==> src/rtl/tx_resp_arbiter.sv <==
// Round-robin arbiter that shares one UART TX byte path between a 1-byte
// register-file response slot and a 2-byte ALU response slot (LSB first).
module tx_resp_arbiter #(
   parameter int DATA_WIDTH = 8,
   parameter int TIMEOUT    = 255
) (
   input  logic                      CLK,
   input  logic                      RST,
   input  logic [DATA_WIDTH-1:0]     RF_DATA,
   input  logic                      RF_VLD,
   input  logic [2*DATA_WIDTH-1:0]   ALU_DATA,
   input  logic                      ALU_VLD,
   input  logic                      BUSY,
   output logic [DATA_WIDTH-1:0]     TX_P_DATA,
   output logic                      TX_D_VLD,
   output logic                      RF_PEND,
   output logic                      ALU_PEND,
   output logic                      OVERRUN,
   output logic                      TO_ERR
);

   typedef enum logic [1:0] {
      IDLE    = 2'd0,
      SEND    = 2'd1,
      WAIT_LO = 2'd2
   } state_t;

   localparam int CNT_W = (TIMEOUT < 2) ? 1 : $clog2(TIMEOUT + 1);
   localparam logic [CNT_W-1:0] CNT_LAST = CNT_W'(TIMEOUT - 1);

   state_t                    state_reg, state_next;
   logic [CNT_W-1:0]          cnt_reg, cnt_next;
   logic                      rf_pend_reg, rf_pend_next;
   logic [DATA_WIDTH-1:0]     rf_data_reg, rf_data_next;
   logic                      alu_pend_reg, alu_pend_next;
   logic [2*DATA_WIDTH-1:0]   alu_data_reg, alu_data_next;
   // MSB is copied out of the ALU slot at grant so the slot can refill meanwhile
   logic [DATA_WIDTH-1:0]     msb_reg, msb_next;
   logic                      msb_owed_reg, msb_owed_next;
   logic                      rf_first_reg, rf_first_next;
   logic [DATA_WIDTH-1:0]     tx_data_reg, tx_data_next;
   logic                      tx_vld_reg, tx_vld_next;
   logic                      overrun_reg, overrun_next;
   logic                      to_err_reg, to_err_next;
   logic                      grant_rf, grant_alu;

   always_ff @(posedge CLK) begin
      if (RST) begin
         state_reg    <= IDLE;
         cnt_reg      <= '0;
         rf_pend_reg  <= 1'b0;
         rf_data_reg  <= '0;
         alu_pend_reg <= 1'b0;
         alu_data_reg <= '0;
         msb_reg      <= '0;
         msb_owed_reg <= 1'b0;
         rf_first_reg <= 1'b1;
         tx_data_reg  <= '0;
         tx_vld_reg   <= 1'b0;
         overrun_reg  <= 1'b0;
         to_err_reg   <= 1'b0;
      end else begin
         state_reg    <= state_next;
         cnt_reg      <= cnt_next;
         rf_pend_reg  <= rf_pend_next;
         rf_data_reg  <= rf_data_next;
         alu_pend_reg <= alu_pend_next;
         alu_data_reg <= alu_data_next;
         msb_reg      <= msb_next;
         msb_owed_reg <= msb_owed_next;
         rf_first_reg <= rf_first_next;
         tx_data_reg  <= tx_data_next;
         tx_vld_reg   <= tx_vld_next;
         overrun_reg  <= overrun_next;
         to_err_reg   <= to_err_next;
      end
   end

   // Grant decision: only in IDLE with the transmitter free
   always_comb begin
      grant_rf  = 1'b0;
      grant_alu = 1'b0;
      if (state_reg == IDLE && !BUSY) begin
         if (rf_pend_reg && alu_pend_reg) begin
            grant_rf  = rf_first_reg;
            grant_alu = !rf_first_reg;
         end else begin
            grant_rf  = rf_pend_reg;
            grant_alu = alu_pend_reg;
         end
      end
   end

   always_comb begin
      state_next    = state_reg;
      cnt_next      = cnt_reg;
      rf_pend_next  = rf_pend_reg;
      rf_data_next  = rf_data_reg;
      alu_pend_next = alu_pend_reg;
      alu_data_next = alu_data_reg;
      msb_next      = msb_reg;
      msb_owed_next = msb_owed_reg;
      rf_first_next = rf_first_reg;
      tx_data_next  = tx_data_reg;
      tx_vld_next   = tx_vld_reg;
      overrun_next  = overrun_reg;
      to_err_next   = to_err_reg;

      // A slot being granted this cycle is free to accept a new response
      if (grant_rf)
         rf_pend_next = 1'b0;
      if (RF_VLD) begin
         if (!rf_pend_reg || grant_rf) begin
            rf_data_next = RF_DATA;
            rf_pend_next = 1'b1;
         end else begin
            overrun_next = 1'b1;
         end
      end

      if (grant_alu)
         alu_pend_next = 1'b0;
      if (ALU_VLD) begin
         if (!alu_pend_reg || grant_alu) begin
            alu_data_next = ALU_DATA;
            alu_pend_next = 1'b1;
         end else begin
            overrun_next = 1'b1;
         end
      end

      case (state_reg)
         IDLE: begin
            if (grant_rf) begin
               tx_data_next  = rf_data_reg;
               tx_vld_next   = 1'b1;
               cnt_next      = '0;
               msb_owed_next = 1'b0;
               rf_first_next = 1'b0;
               state_next    = SEND;
            end else if (grant_alu) begin
               tx_data_next  = alu_data_reg[DATA_WIDTH-1:0];
               msb_next      = alu_data_reg[2*DATA_WIDTH-1:DATA_WIDTH];
               msb_owed_next = 1'b1;
               tx_vld_next   = 1'b1;
               cnt_next      = '0;
               rf_first_next = 1'b1;
               state_next    = SEND;
            end
         end
         SEND: begin
            if (BUSY) begin
               tx_vld_next = 1'b0;
               state_next  = WAIT_LO;
            end else if (cnt_reg == CNT_LAST) begin
               // Receiver never answered: abandon the rest of this response
               tx_vld_next   = 1'b0;
               to_err_next   = 1'b1;
               msb_owed_next = 1'b0;
               state_next    = IDLE;
            end else begin
               cnt_next = cnt_reg + CNT_W'(1);
            end
         end
         WAIT_LO: begin
            if (!BUSY) begin
               if (msb_owed_reg) begin
                  tx_data_next  = msb_reg;
                  tx_vld_next   = 1'b1;
                  cnt_next      = '0;
                  msb_owed_next = 1'b0;
                  state_next    = SEND;
               end else begin
                  state_next = IDLE;
               end
            end
         end
         default: begin
            state_next  = IDLE;
            tx_vld_next = 1'b0;
         end
      endcase
   end

   assign TX_P_DATA = tx_data_reg;
   assign TX_D_VLD  = tx_vld_reg;
   assign RF_PEND   = rf_pend_reg;
   assign ALU_PEND  = alu_pend_reg;
   assign OVERRUN   = overrun_reg;
   assign TO_ERR    = to_err_reg;

endmodule

==> config.mk <==
export PLATFORM = sky130hd
export DESIGN_NAME = tx_resp_arbiter
export DESIGN_NICKNAME = d
export VERILOG_FILES = /design/src/rtl/tx_resp_arbiter.sv
export SDC_FILE = /design/constraint.sdc
export NUM_CORES = 1
export LEC_CHECK = 0
export CELL_PAD_IN_SITES_DETAIL_PLACEMENT = 0
export CELL_PAD_IN_SITES_GLOBAL_PLACEMENT = 1
export CORE_MARGIN = 4
export CORE_UTILIZATION = 51
export DETAILED_ROUTE_END_ITERATION = 12
export DONT_BUFFER_PORTS = 1
export HOLD_SLACK_MARGIN = 0.15
export PLACE_DENSITY_LB_ADDON = 0.1
export SLEW_MARGIN = 20
export SYNTH_ARGS = -nofsm -noshare
export SYNTH_HDL_FRONTEND = slang
export SYNTH_SLANG_ARGS = --single-unit
==> constraint.sdc <==
create_clock -name CLK -period 3.4 [get_ports CLK]
set_input_delay 0.68 -clock CLK [delete_from_list [all_inputs] [get_ports CLK]]
set_output_delay 0.68 -clock CLK [all_outputs]
set_load 0.01 [all_outputs]
# Word level (Yosys, flattened, before mapping)
# Index checks and enable logic that the tools add are counted.
dict set report classes {
  add_sub_neg 1
  n_eq_ne 10
  mux 44
  n_bitwise 2
  n_reduce_logical 22
}
# operator count
set ops {}
lappend ops {{$mux W8} 10}
lappend ops {{$mux W1} 24}
lappend ops {{$pmux W8 S3} 1}
lappend ops {{$pmux W8 S2} 1}
lappend ops {{$mux W2} 5}
lappend ops {{$ne A2 B2 Y1 const B} 5}
lappend ops {{$reduce_and A3 Y1} 3}
lappend ops {{$add A8 B1 Y8 const B} 1}
lappend ops {{$eq A8 B8 Y1 const B} 1}
lappend ops {{$reduce_and A4 Y1} 2}
lappend ops {{$ne A3 B3 Y1 const B} 2}
lappend ops {{$pmux W1 S3} 2}
lappend ops {{$pmux W2 S3} 1}
lappend ops {{$reduce_and A2 Y1} 3}
lappend ops {{$reduce_and A6 Y1} 1}
lappend ops {{$reduce_and A5 Y1} 1}
lappend ops {{$logic_not A1 Y1} 4}
lappend ops {{$reduce_bool A2 Y1} 2}
lappend ops {{$reduce_bool A3 Y1} 1}
lappend ops {{$eq A2 B1 Y1 const B} 1}
lappend ops {{$eq A2 B2 Y1 const B} 1}
lappend ops {{$logic_and A1 B1 Y1} 2}
lappend ops {{$logic_not A2 Y1} 1}
lappend ops {{$logic_or A1 B1 Y1} 2}
lappend ops {{$not A1 Y1} 2}
dict set report totals {
  ff_bits 57
  out_inout_bits 13
}

# Logic depth before layout (Yosys ltp)
# Gate-level depths: netlist of run 1.
dict set report depth {
  word_depth 8
  ltp_mapped 9
  depth_no_buf 6
}

# Worst setup path before layout of run 1
# No wires, ideal clock.
dict set report synth_path {
  kind {input-to-reg}
  from {in BUSY}
  to {reg alu_data_reg[0]}
  setup_ps 72
  arrival_time_ps 1927
  t_required_ps 3328
  setup_slack_ps 1401
  stages 7
  path_buffers 3
  path_cell_list {clkbuf_1 -> nand3b_1 -> a21o_1 -> a21boi_0 -> buf_2 -> buf_4 -> mux2i_1}
}
dict set report synth_between {
  elab_chain_len 5
}
# item line
set synth_lines {}
lappend synth_lines {{start, declared} 13} ;# input logic BUSY,
lappend synth_lines {{$logic_not A1 Y1} --}
lappend synth_lines {{$logic_and A1 B1 Y1} 83} ;# if (state_reg == IDLE && !BUSY) begin
lappend synth_lines {{$mux W1} 83}
lappend synth_lines {{$logic_or A1 B1 Y1} 124} ;# if (!alu_pend_reg || grant_alu) begin
lappend synth_lines {{$reduce_and A2 Y1 (no source line)} --}
lappend synth_lines {{end signal, assigned} 68} ;# alu_data_reg <= alu_data_next;
lappend synth_lines {{end, declared} 36} ;# logic [2*DATA_WIDTH-1:0] alu_data_reg, alu_data_next;
# Every way passes these cells.
# A chain may end at the register's enable or synchronous reset.

# Final worst setup path of run 1
dict set report layout_path {
  from {reg state_reg[0]}
  to {reg cnt_reg[6]}
}
dict set report layout_between {
  elab_chain_len 5
  elab_cells_between_ends 15
  classes_between {eq/ne (7); mux (4); reduce/logical (4)}
}
# item line
set layout_lines {}
lappend layout_lines {{start, declared} 31} ;# state_t state_reg, state_next;
lappend layout_lines {{start signal, assigned} 63} ;# state_reg <= state_next;
lappend layout_lines {{$logic_not A2 Y1} {83, 132}}
lappend layout_lines {{$logic_and A1 B1 Y1} 83}
lappend layout_lines {{$mux W1} 83}
lappend layout_lines {{$ne A3 B3 Y1 (no source line) or $mux W8 (tied branches)} --}
lappend layout_lines {{$reduce_and A6 Y1 (no source line) or $pmux W8 S3 (tied branches)} --}
lappend layout_lines {{end signal, assigned} 64} ;# cnt_reg <= cnt_next;
lappend layout_lines {{end, declared} 32} ;# logic [CNT_W-1:0] cnt_reg, cnt_next;
# Several ways; a longest one is shown, not always the timed one.

==> results of run 1 <==
-- Yosys cell counts --
cell / number / area, um2
nand2_1: 4 / 15.01
buf_6: 1 / 11.26
a2111o_1: 1 / 11.26
a211o_1: 2 / 17.52
nand2b_1: 56 / 350.3
clkbuf_1: 9 / 33.78
buf_1: 2 / 7.510
inv_1: 7 / 26.28
nor4_1: 1 / 6.260
nor3b_4: 1 / 18.77
and2_1: 1 / 6.260
a21o_1: 4 / 30.03
a21boi_0: 2 / 15.01
nand3b_1: 2 / 15.01
or3_1: 4 / 25.02
a211oi_1: 1 / 7.510
nand3_1: 3 / 15.01
or4_1: 5 / 37.54
a31oi_1: 2 / 12.51
dfxtp_1: 57 / 1141
o41ai_1: 1 / 8.760
a32o_1: 8 / 80.08
o31ai_1: 7 / 52.55
o21ai_0: 5 / 25.02
nand4_1: 4 / 25.02
nor2b_1: 1 / 6.260
a21oi_1: 13 / 65.06
buf_2: 5 / 25.02
and3_1: 1 / 6.260
ha_1: 6 / 75.07
o22ai_1: 2 / 12.51
mux2i_1: 41 / 410.4
buf_4: 1 / 7.510
nor3_1: 2 / 10.01
nor2_1: 34 / 127.6
-- layout by cell type, fill, tap and decap left out, types with 3 or more instances in the layout --
master,n
a32o_1,8
inv_1,7
or4_1,5
nand2b_1,56
ha_1,6
nand2_1,4
o21ai_0,5
buf_4,5
mux2i_1,41
a21oi_1,13
o31ai_1,7
nor2_1,34
nand3_1,3
dfxtp_1,57
a21o_1,4
clkinv_4,3
nand4_1,4
clkbuf_8,9
or3_1,4
-- worst register-to-register path, stage by stage, from the launching register on --
cell and delay [ns]:
dfxtp_1 0.36, inv_1 0.08, ha_1 0.20, buf_4 0.23
a2111o_1 0.63, or4_1 0.57, a21oi_1 0.14
-- through the flow --
step | worst slack, ns | hold WS (ns) | area, um2 | power (mW)
floorplan | 1.401 | 0.4480 | 2740 | 1.089
global placement | 1.203 | 0.4588 | 2784 | 1.144
detailed placement | 1.161 | 0.4594 | 2784 | 1.146
CTS | 1.135 | 0.3880 | 2988 | 1.791
global route | 1.012 | 0.3789 | 2988 | 1.876
finish | 1.128 | 0.4004 | 2988 | 1.772
-- cell families after synthesis --
| group | count (synthesis) | share of synthesized area (%) |
|---|---|---|
| adders and majority gates | 6 | 2.740 |
| and+or+nand+nor | 119 | 24.25 |
| DFF | 57 | 41.64 |
| AOI/OAI and AO/OA | 48 | 12.33 |
| muxes | 41 | 14.98 |
| buffers and inverters | 25 | 4.064 |
-- final cells by class --
cell class	count	area [um2]	share of cell area [%]
multi-input combinational	214	1491	49.92
timing repair buffer	5	37.54	1.256
sequential	57	1141	38.19
inverter	7	26.28	0.8794
tap	70	87.58	2.931
clock buffer	9	123.9	4.146
clock inverter	7	80.08	2.680
-- metal layers --
metal / vias up / global-route usage (%) / share of wire (%)
met4: 0 / 5.068 / 1.2
met2: 39 / 27.36 / 45
met5: - / 0 / 0
li1: 1038 / - / -
met1: 888 / 22.05 / 48
met3: 7 / 8.758 / 5.3
-- power breakdown --
part	internal, mW	leakage (nW)	switching [mW]	total (mW)
combinational	0.153	0.565	0.206	0.359
clock	0.344	0.0960	0.295	0.638
sequential	0.725	0.465	0.0499	0.775
total	1.22	1.13	0.550	1.77
-- how the worst min path moves through the flow --
stage	start	to	slack (ns)
6_report	RST	TO_ERR	0.40
5_1_grt	RST	TO_ERR	0.38
4_1_cts	RST	TO_ERR	0.39
3_5_place_dp	rf_data_reg[3]	rf_data_reg[3]	0.46
3_3_place_gp	alu_data_reg[15]	alu_data_reg[15]	0.46
2_1_floorplan	alu_data_reg[10]	alu_data_reg[10]	0.45
==> summary.txt, run 1 <==
Run status
  – Status: finished, final reports clean

Place
  – GPL Wtd Cong: approximately 0.7
  – Dpl hpwl: about 3600 um
  – Port Buffer Count: 0
  – Inst Count DP: between 300 and 400

Routing
  – DR iter-0 viols: slightly above 80
  – Post-Route WL: around 5300 um
  – Avg WL per Cell: around 14 um
  – Vias: roughly 2,000
  – Number of remaining DRC errors: 0
  – Vias/cell: between 5 and 6
  – Routed Antenna Nets: 0
  – Initial DRT Pass Iterations: 4

Clock network
  – CTS Hold Buffers Added: 0
  – Post CTS Setup Buffer Count: 0
  – CTS tree: done
  – PostCTS Resize Cnt: 0
  – H-Tree Depth: 3
  – Clk root buf: clkbuf_8
  – Max clock buf depth: 2
  – Clock Sinks: 57
  – Total CTS buffers: 9
  – Skew-Pair Late Insertion Delay: 0.34 ns
  – Clk pin slew, worst setup/hold paths: about 0.07 ns

Logic synthesis
  – Post-synthesis sequential area ratio: between 40% and 50%
  – Mean Syn Cell Area: between 9 and 10 um2
  – Yosys cell types: 35
  – Mapped Nets: 331
  – Cells after Synth: between 200 and 300
  – Cell Area, Synth: 2740 um2
  – Yosys warns: 0
  – Number of synthesized register bits: between 50 and 60

Global routing
  – Number of global-route vias before repair: 1,877
  – Global-route wire length before repair: just under 9000 um
  – Largest net degree at the start of global routing: between 70 and 80
  – All-layer global routing usage: between 15 and 20%
  – Initial antenna violation count: 0
  – Gr ovfl total: 0

Critical path
  – Worst Path Required: ~3.7 ns
  – Slowest stage delay, CP: ~0.63 ns
  – Cell family with most CP delay: compound AO/OA/AOI/OAI gates
  – Critical Path Sink: cnt_reg[6]
  – Worst Path Buf+Inv: 2
  – Reg2reg path depth: 6
  – Setup crit start: state_reg[0]
  – Reg-to-Reg End: cnt_reg[6]
  – Cell Chain, Critical Path: inv_1, ha_1, buf_4, a2111o_1, or4_1, a21oi_1
  – Critical R2R Launch: state_reg[0]
  – Worst setup path category: reg -> reg
  – Worst setup SP type: flip-flop
  – Crit path DAT: between 2 and 3 ns
  – Setup crit end kind: flip-flop
  – Largest fanout on the critical path: 31
  – Slowest-stage cell, CP: a2111o_1
  – R2R Setup Slk: 1.13 ns
  – Worst path depth: 6

Layout
  – Non-filler instance count after layout: around 370
  – Ant. Diodes: 0
  – Nets: 329
  – Max reg flops: 16
  – Area Growth Syn to Fin: 9.041%
  – Layout cell share with drive strength beyond 1: 7.692%
  – Utilization after layout: between 50 and 60%
  – Fillers: approximately 470

Timing
  – Clock Skew: around 0.0073 ns
  – Final Hold Fails: 0
  – Crit share post-route: between 60% and 70%
  – # setup viols final: 0
  – Max-slew headroom: about three fifths
  – RSZ-0062 raised after global routing: false
  – Final Max Slew Viols: 0
  – Max frequency: between 400 and 500 MHz
  – Setup TNS: 0 ns
  – Worst slew pin tran: roughly 0.60 ns
  – Minimum clock period: approximately 2.3 ns

Worst hold path
  – Hold Path Depth: 1
  – Min-Delay Path Class: in -> reg

Floorplan
  – Core area: 5172 um2
  – Initial Utilization: 52.98%
  – Die height: 81.30 um
  – Die area: between 6000 and 7000 um2
  – Die Width: approximately 81 um
  – Site row count: 26
  – I/O pin cnt: 42

Power
  – Pwr dens: between 500 and 600 nW/um2
  – Peak supply drop: ~320 uV
  – Pleak: ~1.1 nW

Flow run
  – Max-cap viol count: 0
No activity file was read; power rests on OpenSTA's default activity.
==> inputs of run 2 (changes only) <==
- CORE_UTILIZATION: 51 -> 48
- clock period: 3.4 -> 2.1 ns (I/O delays scaled with it)
==> summary.txt, run 2 (same netlist as run 1, synthesis figures left out) <==
Critical path
  – Largest fanout on the critical path: 6
  – Setup crit end kind: flip-flop
  – Worst setup path category: reg -> reg
  – Worst Path Required: between 2 and 2.5 ns
  – Crit path DAT: around 2.3 ns
  – Worst setup SP type: flip-flop

Clock network
  – H-Tree Depth: 3
  – Clk root buf: clkbuf_8
  – Clk pin slew, worst setup/hold paths: about 0.07 ns
  – CTS tree: done
  – Post CTS Setup Buffer Count: 0
  – Max clock buf depth: 2
  – Total CTS buffers: 9
  – Skew-Pair Late Insertion Delay: about 0.34 ns
  – Clock Sinks: 57

Place
  – GPL Wtd Cong: between 0.7 and 0.8
  – Dpl hpwl: roughly 3800 um
  – Port Buffer Count: 0

Global routing
  – Global-route wire length before repair: a little over 9000 um
  – Gr ovfl total: 0
  – Largest net degree at the start of global routing: between 50 and 60
  – Number of global-route vias before repair: around 1,900
  – Initial antenna violation count: 0
  – All-layer global routing usage: 16.63%

Power
  – Pleak: 1.164 nW
  – Power Total: ~2.9 mW
  – Peak supply drop: approximately 520 uV
  – Pwr dens: 934.5 nW/um2

Timing
  – Crit share post-route: between 90 and 100%
  – Worst slew pin tran: around 0.63 ns
  – # setup viols final: 0
  – Max-slew headroom: a little under three fifths
  – Final Max Slew Viols: 0
  – Setup TNS: 0 ns
  – Clock Skew: roughly 0.0083 ns
  – RSZ-0062 raised after global routing: false
  – Hold WS: roughly 0.19 ns
  – Max frequency: approximately 500 MHz
  – Minimum clock period: roughly 2.0 ns
  – Final Hold Fails: 0

Floorplan
  – Die Width: roughly 84 um
  – I/O pin cnt: between 40 and 50
  – Site row count: 27
  – Initial Utilization: 49.76%
  – Core area: roughly 5500 um2
  – Die height: about 84 um
  – Die area: 6981 um2

Routing
  – Routed Antenna Nets: 0
  – Number of remaining DRC errors: 0
  – Post-Route WL: roughly 5600 um
  – Initial DRT Pass Iterations: 4
  – Vias: about 2,000
  – DR iter-0 viols: 91
  – Vias/cell: between 5 and 6
  – Avg WL per Cell: ~15 um

Layout
  – Layout cell share with drive strength beyond 1: a little over a tenth
  – Area Growth Syn to Fin: 11.78%
  – Commonest non-fill, non-tap cells in the layout: dfxtp_1 (56), nand2b_1 (56), mux2i_1 (41)
  – Utilization after layout: a little under three fifths
  – Fillers: 539
  – Ant. Diodes: 0
  – Max reg flops: 16
  – Nets: approximately 340

Worst hold path
  – Min-Delay Path Class: in -> reg

Flow run
  – Max-cap viol count: 0

Run status
  – Status: finished, final reports clean
==> run 2: layout make-up <==
class                   count  area, um2  share of cell area [%]
well taps                  72      90.09                   2.941
clock inverters             7      61.31                   2.002
repair buffers             13      112.6                   3.676
clock buffers               9      123.9                   4.044
inverters                   7      26.28                  0.8578
flip-flops and latches     57       1142                   37.30
multi-input cells         215       1506                   49.18
==> run 2: per-layer routing <==
| layer | routed length (um) | global-route usage (%) | up-vias |
|---|---|---|---|
| met4 | 25 | 4.386 | 0 |
| met2 | 2525 | 24.71 | 43 |
| met1 | 2746 | 22.35 | 938 |
| met5 | 0 | 0 | - |
| li1 | - | - | 1054 |
| met3 | 333 | 6.811 | 2 |
==> run 2: timing repair <==
item / 4_1_cts / 5_1_grt
setup endpoints to repair: 0 / 12
endpoints found under the hold margin: 13 / 0
hold buffers: 1 / 0
gates resized for setup: 0 / 3
==> run 2: where the power goes <==
part	total, mW	internal [mW]	switching [mW]	leakage, nW
Sequential	1.24	1.17	0.0711	0.466
Clock	0.937	0.449	0.488	0.0888
Combinational	0.680	0.308	0.373	0.609
==> run 2: worst max-delay path: stages (launching register included) <==
cell and delay, ns:
dfxtp_1 0.32, inv_1 0.07, ha_1 0.21, nor3b_4 0.18, a2111o_1 0.47, or4_1 0.53, a21oi_1 0.15
==> run 2: final timing paths <==
check,start,endpoint,slack [ns],cells after the start
worst min register to register,rf_data_reg[2],rf_data_reg[2],0.47,2
worst max register to register,state_reg[0],cnt_reg[6],0.12,6
worst min-delay path,RST,rf_first_reg,0.19,1
worst max-delay path,state_reg[0],cnt_reg[6],0.12,6
==> run 2: metrics by stage <==
step,area [um2],cells,setup slack [ns]
after global routing,3063,380,0.001988
after CTS,3047,379,0.08149
after global placement,2851,362,0.1302
after detailed placement,2851,362,0.09486
final,3063,380,0.1188
after floorplan,2740,296,0.1184
